<file path="src/rtl/if_fsk_demod.sv">
// ============================================================================
// if_fsk_demod
// ----------------------------------------------------------------------------
// Binary FSK demodulator for the digital IF path after the mixer ADC. The
// signed IF samples go through a hysteresis slicer. Every change of the
// slicer output is a zero-crossing. The crossings of each symbol are counted,
// and a high count decides '1', a low count decides '0'.
// A preamble-search FSM keeps the bit stream gated until it has seen an
// alternating preamble. It then raises lock and forwards one bit per symbol.
//
// Ports
//   clk           system / sampling clock
//   rst           synchronous reset, active high
//   pd            power-down, active high, synchronous clear (highest priority)
//   sample_i      signed IF sample, DATA_W bits
//   sample_vld_i  sample_i is valid this cycle
//   sync_i        re-align the symbol boundary (one-cycle pulse)
//   bit_o         demodulated bit
//   bit_vld_o     one-cycle strobe qualifying bit_o
//   zc_count_o    crossing count of the last completed symbol
//   lock_o        high while the FSM is locked onto a preamble
// ============================================================================
module if_fsk_demod #(
    parameter int DATA_W  = 8,
    parameter int SPS     = 400,
    parameter int CNT_W   = 9,
    parameter int ZC_W    = 6,
    parameter int HYST    = 4,
    parameter int ZC_THR  = 8,
    parameter int PRE_LEN = 8
) (
    input  logic              clk,
    input  logic              rst,
    input  logic              pd,
    input  logic [DATA_W-1:0] sample_i,
    input  logic              sample_vld_i,
    input  logic              sync_i,
    output logic              bit_o,
    output logic              bit_vld_o,
    output logic [ZC_W-1:0]   zc_count_o,
    output logic              lock_o
);

    localparam logic signed [DATA_W-1:0] HYST_POS = DATA_W'(HYST);
    localparam logic signed [DATA_W-1:0] HYST_NEG = DATA_W'(-HYST);
    localparam logic [CNT_W-1:0]         LAST_CNT = CNT_W'(SPS - 1);
    localparam logic [ZC_W-1:0]          ZC_MAX   = '1;
    localparam logic [ZC_W-1:0]          ZC_THR_V = ZC_W'(ZC_THR);

    typedef enum logic [1:0] {
        IDLE   = 2'd0,
        SEARCH = 2'd1,
        LOCKED = 2'd2
    } state_t;

    state_t              state_reg;
    logic                s_reg;
    logic [CNT_W-1:0]    sym_cnt_reg;
    logic [ZC_W-1:0]     zc_cnt_reg;
    logic [PRE_LEN-1:0]  pre_reg;
    logic                bit_reg;
    logic                bit_vld_reg;
    logic [ZC_W-1:0]     zc_out_reg;
    logic                lock_reg;

    // Both accepted preamble patterns. Bit 0 holds the newest symbol decision.
    logic [PRE_LEN-1:0]  pat_a;   // ...1010 (newest bit 0)
    logic [PRE_LEN-1:0]  pat_b;   // ...0101 (newest bit 1)

    for (genvar gi = 0; gi < PRE_LEN; gi++) begin : g_pat
        assign pat_a[gi] = (gi % 2 == 1);
        assign pat_b[gi] = (gi % 2 == 0);
    end

    logic signed [DATA_W-1:0] sample_s;
    logic                     s_next;
    logic                     crossing;
    logic                     boundary;
    logic [ZC_W-1:0]          n_val;
    logic                     b_val;
    logic [PRE_LEN-1:0]       pre_next;
    logic                     pre_hit;

    assign sample_s = $signed(sample_i);

    always_comb begin
        // Hysteresis slicer: values inside [-HYST, +HYST] keep the old level.
        s_next = s_reg;
        if (sample_s > HYST_POS) begin
            s_next = 1'b1;
        end else if (sample_s < HYST_NEG) begin
            s_next = 1'b0;
        end
        crossing = sample_vld_i && (s_next != s_reg);

        // Crossing count including this sample, saturating at all-ones.
        n_val = zc_cnt_reg;
        if (crossing && (zc_cnt_reg != ZC_MAX)) begin
            n_val = zc_cnt_reg + ZC_W'(1);
        end

        // A sync on the last sample re-aligns instead of closing the symbol.
        boundary = sample_vld_i && !sync_i && (sym_cnt_reg == LAST_CNT);
        b_val    = (n_val >= ZC_THR_V);
        pre_next = {pre_reg[PRE_LEN-2:0], b_val};
        pre_hit  = (pre_next == pat_a) || (pre_next == pat_b);
    end

    always_ff @(posedge clk) begin
        if (rst || pd) begin
            state_reg   <= IDLE;
            s_reg       <= 1'b0;
            sym_cnt_reg <= '0;
            zc_cnt_reg  <= '0;
            pre_reg     <= '0;
            bit_reg     <= 1'b0;
            bit_vld_reg <= 1'b0;
            zc_out_reg  <= '0;
            lock_reg    <= 1'b0;
        end else begin
            bit_vld_reg <= 1'b0;

            if (state_reg == IDLE) begin
                state_reg <= SEARCH;
            end

            if (sample_vld_i) begin
                s_reg <= s_next;
            end

            if (sync_i) begin
                // Discard the partial symbol. A valid sync sample is sample 0
                // of the new symbol, and its crossing starts the new count.
                sym_cnt_reg <= sample_vld_i ? CNT_W'(1) : '0;
                zc_cnt_reg  <= ZC_W'(crossing);
            end else if (sample_vld_i) begin
                if (boundary) begin
                    sym_cnt_reg <= '0;
                    zc_cnt_reg  <= '0;
                end else begin
                    sym_cnt_reg <= sym_cnt_reg + CNT_W'(1);
                    zc_cnt_reg  <= n_val;
                end
            end

            if (boundary) begin
                zc_out_reg <= n_val;
                case (state_reg)
                    SEARCH: begin
                        pre_reg <= pre_next;
                        if (pre_hit) begin
                            state_reg <= LOCKED;
                            lock_reg  <= 1'b1;
                        end
                    end
                    LOCKED: begin
                        if (n_val == '0) begin
                            // No crossings at all: the carrier is gone.
                            state_reg <= SEARCH;
                            lock_reg  <= 1'b0;
                            pre_reg   <= '0;
                        end else begin
                            bit_reg     <= b_val;
                            bit_vld_reg <= 1'b1;
                        end
                    end
                    default: ;
                endcase
            end
        end
    end

    assign bit_o      = bit_reg;
    assign bit_vld_o  = bit_vld_reg;
    assign zc_count_o = zc_out_reg;
    assign lock_o     = lock_reg;

endmodule
</file>
<file path="config.mk">
export PLATFORM = sky130hd
export DESIGN_NAME = if_fsk_demod
export DESIGN_NICKNAME = d
export VERILOG_FILES = /design/src/rtl/if_fsk_demod.sv
export SDC_FILE = /design/constraint.sdc
export NUM_CORES = 1
export LEC_CHECK = 0
export ABC_AREA = 1
export ABC_CLOCK_PERIOD_IN_PS = 2160
export CORE_ASPECT_RATIO = 1.4
export CORE_MARGIN = 2
export CORE_UTILIZATION = 50
export CTS_CLUSTER_SIZE = 25
export DETAILED_ROUTE_END_ITERATION = 8
export PLACE_DENSITY = 0.7
export SLEW_MARGIN = 15
export SYNTH_ARGS = -nofsm -noshare
export SYNTH_HDL_FRONTEND = slang
export SYNTH_SLANG_ARGS = --single-unit
export TNS_END_PERCENT = 5
</file>
<file path="constraint.sdc">
create_clock -name clk -period 2.16 [get_ports clk]
set_input_delay 0.432 -clock clk [delete_from_list [all_inputs] [get_ports clk]]
set_output_delay 0.432 -clock clk [all_outputs]
set_load 0.01 [all_outputs]
</file>
# ---- Word-level counts from Yosys, hierarchy flattened
# Cells that the tools add are included.
dict set report op_classes {
  n_addsub 2
  n_lt_le_gt_ge 3
  n_eq_ne 9
  n_mux 21
  bitwise 3
  reduce_logical 16
}
# cell count
set ops {}
lappend ops {{$mux 9} 3}
lappend ops {{$pmux 7 s2} 1}
lappend ops {{$mux 6} 2}
lappend ops {{$add 9x1->9 const B} 1}
lappend ops {{$eq 9x9->1 const B} 1}
lappend ops {{$eq 8x7->1 const B} 1}
lappend ops {{$eq 8x8->1 const B} 1}
lappend ops {{$gt 8x4->1 const B} 1}
lappend ops {{$lt 8x3->1 const B} 1}
lappend ops {{$mux 1} 8}
lappend ops {{$mux 2} 4}
lappend ops {{$mux 7} 1}
lappend ops {{$add 6x1->6 const B} 1}
lappend ops {{$ge 6x4->1 const B} 1}
lappend ops {{$logic_not 6->1} 1}
lappend ops {{$ne 6x6->1 const B} 1}
lappend ops {{$reduce_and 3->1} 2}
lappend ops {{$logic_and 1x1->1} 4}
lappend ops {{$ne 2x2->1 const B} 2}
lappend ops {{$pmux 2 s2} 1}
lappend ops {{$reduce_and 4->1} 1}
lappend ops {{$reduce_bool 2->1} 2}
lappend ops {{$not 1->1} 3}
lappend ops {{$reduce_or 3->1} 1}
lappend ops {{8 further kinds} 9}
dict set report word_totals {
  ff_bits 34
  inputBits 13
  output_inout_bits 9
  word_cells 64
}

# ---- Depth between registers and ports, before layout
dict set report logic_depth {
  ltp_word 13
  mapped_depth 16
  ltp_nobuf 16
}

# ---- Least setup slack after synthesis
# OpenSTA, ideal clock, no wires.
dict set report synth_path {
  kind {input to register}
  from {input sample_i[7]}
  to {register lock_reg (netlist: lock_o)}
  setup_ns 0.126
  t_arrival_ns 1.652
  required_time_ns 2.034
  path_slack_ns 0.383
  cell_stages 14
  n_path_buf 0
  path_cell_list {inv_1 o21bai_4 a21oi_4 nand3_4 nand2_2 nand2_4 nor2_4 nand2_2 nand2_2 nand3_2 nand3_1 nand2_1 nand2_1 nor2_2}
}
dict set report synth_via {
  elab_chain_len 12
  elab_cells_between_ends 16
  cone_classes {order compare (3); eq/ne (5); mux (3); reduce/logical (5)}
}
# item line_no
set synth_rtl {}
lappend synth_rtl {{start: declaration} 35} ;# input logic [DATA_W-1:0] sample_i,
lappend synth_rtl {{$lt 8x3->1} 91} ;# end else if (sample_s < HYST_NEG) begin
lappend synth_rtl {{$mux 1} 91}
lappend synth_rtl {{$mux 1 (*)} 89} ;# if (sample_s > HYST_POS) begin
lappend synth_rtl {{$ne 1x1->1 (*)} 94} ;# crossing = sample_vld_i && (s_next != s_reg);
lappend synth_rtl {{$logic_and 1x1->1 (*)} 94}
lappend synth_rtl {{$logic_and 1x1->1 (*)} 98} ;# if (crossing && (zc_cnt_reg != ZC_MAX)) begin
lappend synth_rtl {{$mux 6 (*)} 98}
lappend synth_rtl {{$ge 6x4->1} 104} ;# b_val = (n_val >= ZC_THR_V);
lappend synth_rtl {{$eq 8x8->1 / $eq 8x7->1 (equally long branches)} 106} ;# pre_hit = (pre_next == pat_a) || (pre_next == pat_b);
lappend synth_rtl {{$logic_or 1x1->1} 106}
lappend synth_rtl {{$ne 2x2->1 (no source line)} --}
lappend synth_rtl {{$reduce_and 4->1 (no source line) (*)} --}
lappend synth_rtl {{end signal: assignment} 119} ;# lock_reg <= 1'b0;
lappend synth_rtl {{end signal: assignment} 153} ;# lock_reg <= 1'b1;
lappend synth_rtl {{end signal: assignment} 160} ;# lock_reg <= 1'b0;
lappend synth_rtl {{end: declaration} 64} ;# logic lock_reg;
# Every way passes the cells marked *; elsewhere a longest branch is shown, timed or not.
# A chain may end at the register's enable or synchronous reset.

# ---- Worst setup path in the final report
dict set report layout_path {
  from {input sample_i[1]}
  to {register lock_reg (netlist: lock_o)}
}
# The elaborated chain is that of the path after synthesis.

==> summary.md <==
| Metric | Value |
|---|---|
| Status | `complete, no violations` |
| #FFs+latches synth | `34` |
| EDFF count, synth | `0` |
| Multiplexer share of the synthesized area | `0%` |
| Critical Path Source Type | `primary input` |
| R2r worst-path depth | `12` |
| Most used cell, CP | `nand2_2` |
| # H-tree levels | `2` |
| Final setup skew | `0.009190 ns` |
| PD cells | `492.1 nW/um2` |
| Area grow syn2layout | `33.44%` |
| Die W | `55.70 um` |
| Clock Root Buffer | `clkbuf_8` |
| Longest Clk Path Bufs | `2` |
| Num CTS Buffers | `5` |
| Initial Util | `51.80%` |
| Ys async rst share | `0%` |
| Reg2reg start | `zc_cnt_reg[1]` |
| Dpl ws | `-0.2625 ns` |
| Clk_lat worst skew | `0.29 ns` |
| Setup Crit Path Kind | `primary input to register` |
| Synth Instances | `263` |
| Largest cells by area after synthesis | `dfxtp_1, nand2_1, inv_1` |
| Vias | `1852` |
| Worst slew pin tran | `0.5109 ns` |
| Min cycle time layout | `1.998 ns` |
| Hold Path End | `bit_o` |
| XOR/XNOR Fraction of Synth Area | `1.873%` |
| Area leader, netlist | `dfxtp_1` |
| Vias in the first global route | `1711` |
| Worst hold stages | `2` |
| Synthesized-area fraction occupied by adder cells | `3.344%` |
| Post-synthesis sequential area ratio | `36.39%` |
| YS warnings | `0` |
| Worst EP required | `2.33 ns` |
| Worst hold path type | `register to register` |
| # diodes | `0` |
| CP Depth | `16` |
| Max reg flops | `9` |
| Clock Pin Slew Worst Setup and Hold Paths | `0.06 ns` |
| Post-Synth Simple-Gate Area | `34.18%` |
| Max-capacitance violation count | `0` |
| Largest family of logic cells by synthesized area | `simple AND/OR/NAND/NOR gates` |
| Wire length per cell | `11.92 um` |
| Top post-synthesis cells by count | `nand2_1, dfxtp_1, inv_1` |
| CTS tree | `built` |
| DRC viols | `0` |
| Critical path, cell by cell | `clkdlybuf4s50_1 > o21ai_1 > nand3_1 > nand2_2 > nand2_4 > nand3_4 > nand2_2 > nand2_2 > nor2_4 > nand2_2 > nand2_4 > nand3_4 > nand3_2 > nand2_1 > nand2_1 > nor2_2` |
| Mean Syn Cell Area | `7.112 um2` |
| Detail Route Antenna Nets | `0` |
| Peak VDD IR | `0.0004652 V` |
| Tot GR Track Use | `21.45%` |
| Cts hold-fix bufs | `0` |
| Clk sink count | `34` |
| Crit end category | `register` |
| F_max | `500.4 MHz` |
| Pleak | `0.001079 uW` |
| Worst hold margin | `0.4465 ns` |
| Nets | `331` |
| DP HPWL | `3.225 mm` |
| DRT Wirelength | `4.243 mm` |
| GP Congestion | `0.8623` |
| Most common cell in the netlist | `nand2_1` |
| First-pass GRT wire length | `7.376 mm` |
| Final hold vios | `0` |
| Max Slew Vio Count | `0` |
| Cell area after synthesis | `1871 um2` |
| Total grt overflow | `0` |
| Die area | `4253 um2` |
| Drt pass-1 iters | `4` |
| Hold path startpoint | `bit_o` |
| Final Setup Violations | `0` |
| Netlist cell types | `31` |
| Placeable Area | `3611 um2` |
| Synth Area in Compound Gates | `15.38%` |
| Syn_nets | `281` |
| Largest net degree at the start of global routing | `18` |
| Layout cells sized above 1 | `20.70%` |
| Crit Path Max Fanout | `8` |
| WP buf/inv | `1` |
| DRT iter0 DRCs | `52` |
| Initial antenna violation count | `0` |
| PortBufs | `21` |
| Vias per cell | `5.202` |
| Final period utilization | `92.51%` |
| CP top delay family | `simple AND/OR/NAND/NOR gates` |
| Max incr delay on CP | `0.45 ns` |
| FF-to-FF setup slack | `0.24 ns` |
| Slowest stage cell on the critical path | `clkdlybuf4s50_1` |
| Final setup margin | `0.1617 ns` |
| # rows | `26` |
| Most used DFF post-synth | `dfxtp_1` |
| Post-synth top area share | `36.39%` |
| Rel. slew slack | `65.62%` |
| Worst Path Arrival | `2.17 ns` |
| R2r endpoint | `lock_o` |
| I/O pin count | `22` |
| Die Height | `76.37 um` |
[cell type report]
type	count	area, um2
fill	333	1115
multi-input combinational	185	1102
sequential	34	680.7
timing repair buffer	45	411.6
inverter	42	157.7
clock buffer	7	86.33
tap	42	52.55
clock inverter	1	5.005
[worst max-delay path by stage]
stage                              end   startpoint  slack, ns
after floorplan                 lock_o  sample_i[7]       0.38
after global placement      pre_reg[0]  sample_i[2]      -0.19
after detailed placement    pre_reg[4]  sample_i[7]      -0.26
after CTS                   pre_reg[4]  sample_i[2]       0.05
after global routing      state_reg[0]  sample_i[1]      -0.02
final                           lock_o  sample_i[1]       0.16
[timing repair]
action | in CTS | in global routing
setup endpoints to repair | 0 | 11
resized for setup | 0 | 27
setup buffers | 0 | 2
[kinds of logic (layout without fill, tap and decap cells)]
logic type / after synthesis / count (layout)
xor+xnor: 4 / 4
simple gates: 134 / 134
buf+inv: 44 / 95
flops: 34 / 34
fa+ha+maj: 5 / 5
compound gates: 42 / 42
[through the flow]
step | cell area [um2] | power (uW) | util, % | cells | setup TNS, ns
finish | 2496 | 1228 | 69.13 | 356 | 0
detailed placement | 2291 | 755.4 | 63.44 | 346 | -2.641
global route | 2496 | 1285 | 69.13 | 356 | -0.02122
floorplan | 1871 | 701.0 | - | 263 | 0
CTS | 2382 | 1236 | 65.97 | 354 | 0
global placement | 2291 | 752.8 | 63.44 | 346 | -1.903
[worst register-to-register path: cells and delay by family, from the launching register on]
kind          cells  cell delay [ns]
fa+ha+maj         1             0.25
simple gates     11             1.19
flops             1             0.38
[power by group]
group | internal [uW] | switching, uW
clock | 257 | 221
sequential | 630 | 2.91
combinational | 55.6 | 62.1
total | 943 | 286
[cell usage in the layout (no fill, tap or decap), drive strengths merged]
cell / Yosys / final
dfxtp: 34 / 34
nor4: 4 / 4
nand3: 28 / 28
xor2: 3 / 3
nor3: 2 / 2
inv: 39 / 39
a32oi: 1 / 1
o21a: 1 / 1
o21bai: 6 / 6
clkbuf: 2 / 7
nand2: 63 / 63
o211ai: 3 / 3
a221oi: 4 / 4
a21oi: 16 / 16
ha: 5 / 5
dlymetal6s2s: 0 / 7
nand4: 10 / 10
o21ai: 11 / 11
nor2: 27 / 27
clkinv: 3 / 4
buf: 0 / 24
xnor2: 1 / 1
clkdlybuf4s50: 0 / 14
[metal layers]
metal | track usage, % | routed length [um] | vias up
met4 | 6.585 | 47 | 0
met1 | 24.87 | 1859 | 843
met3 | 5.603 | 170 | 6
met5 | 0 | 0 | -
met2 | 37.98 | 2166 | 31
li1 | - | - | 972
(Power assumes the default switching activity.)
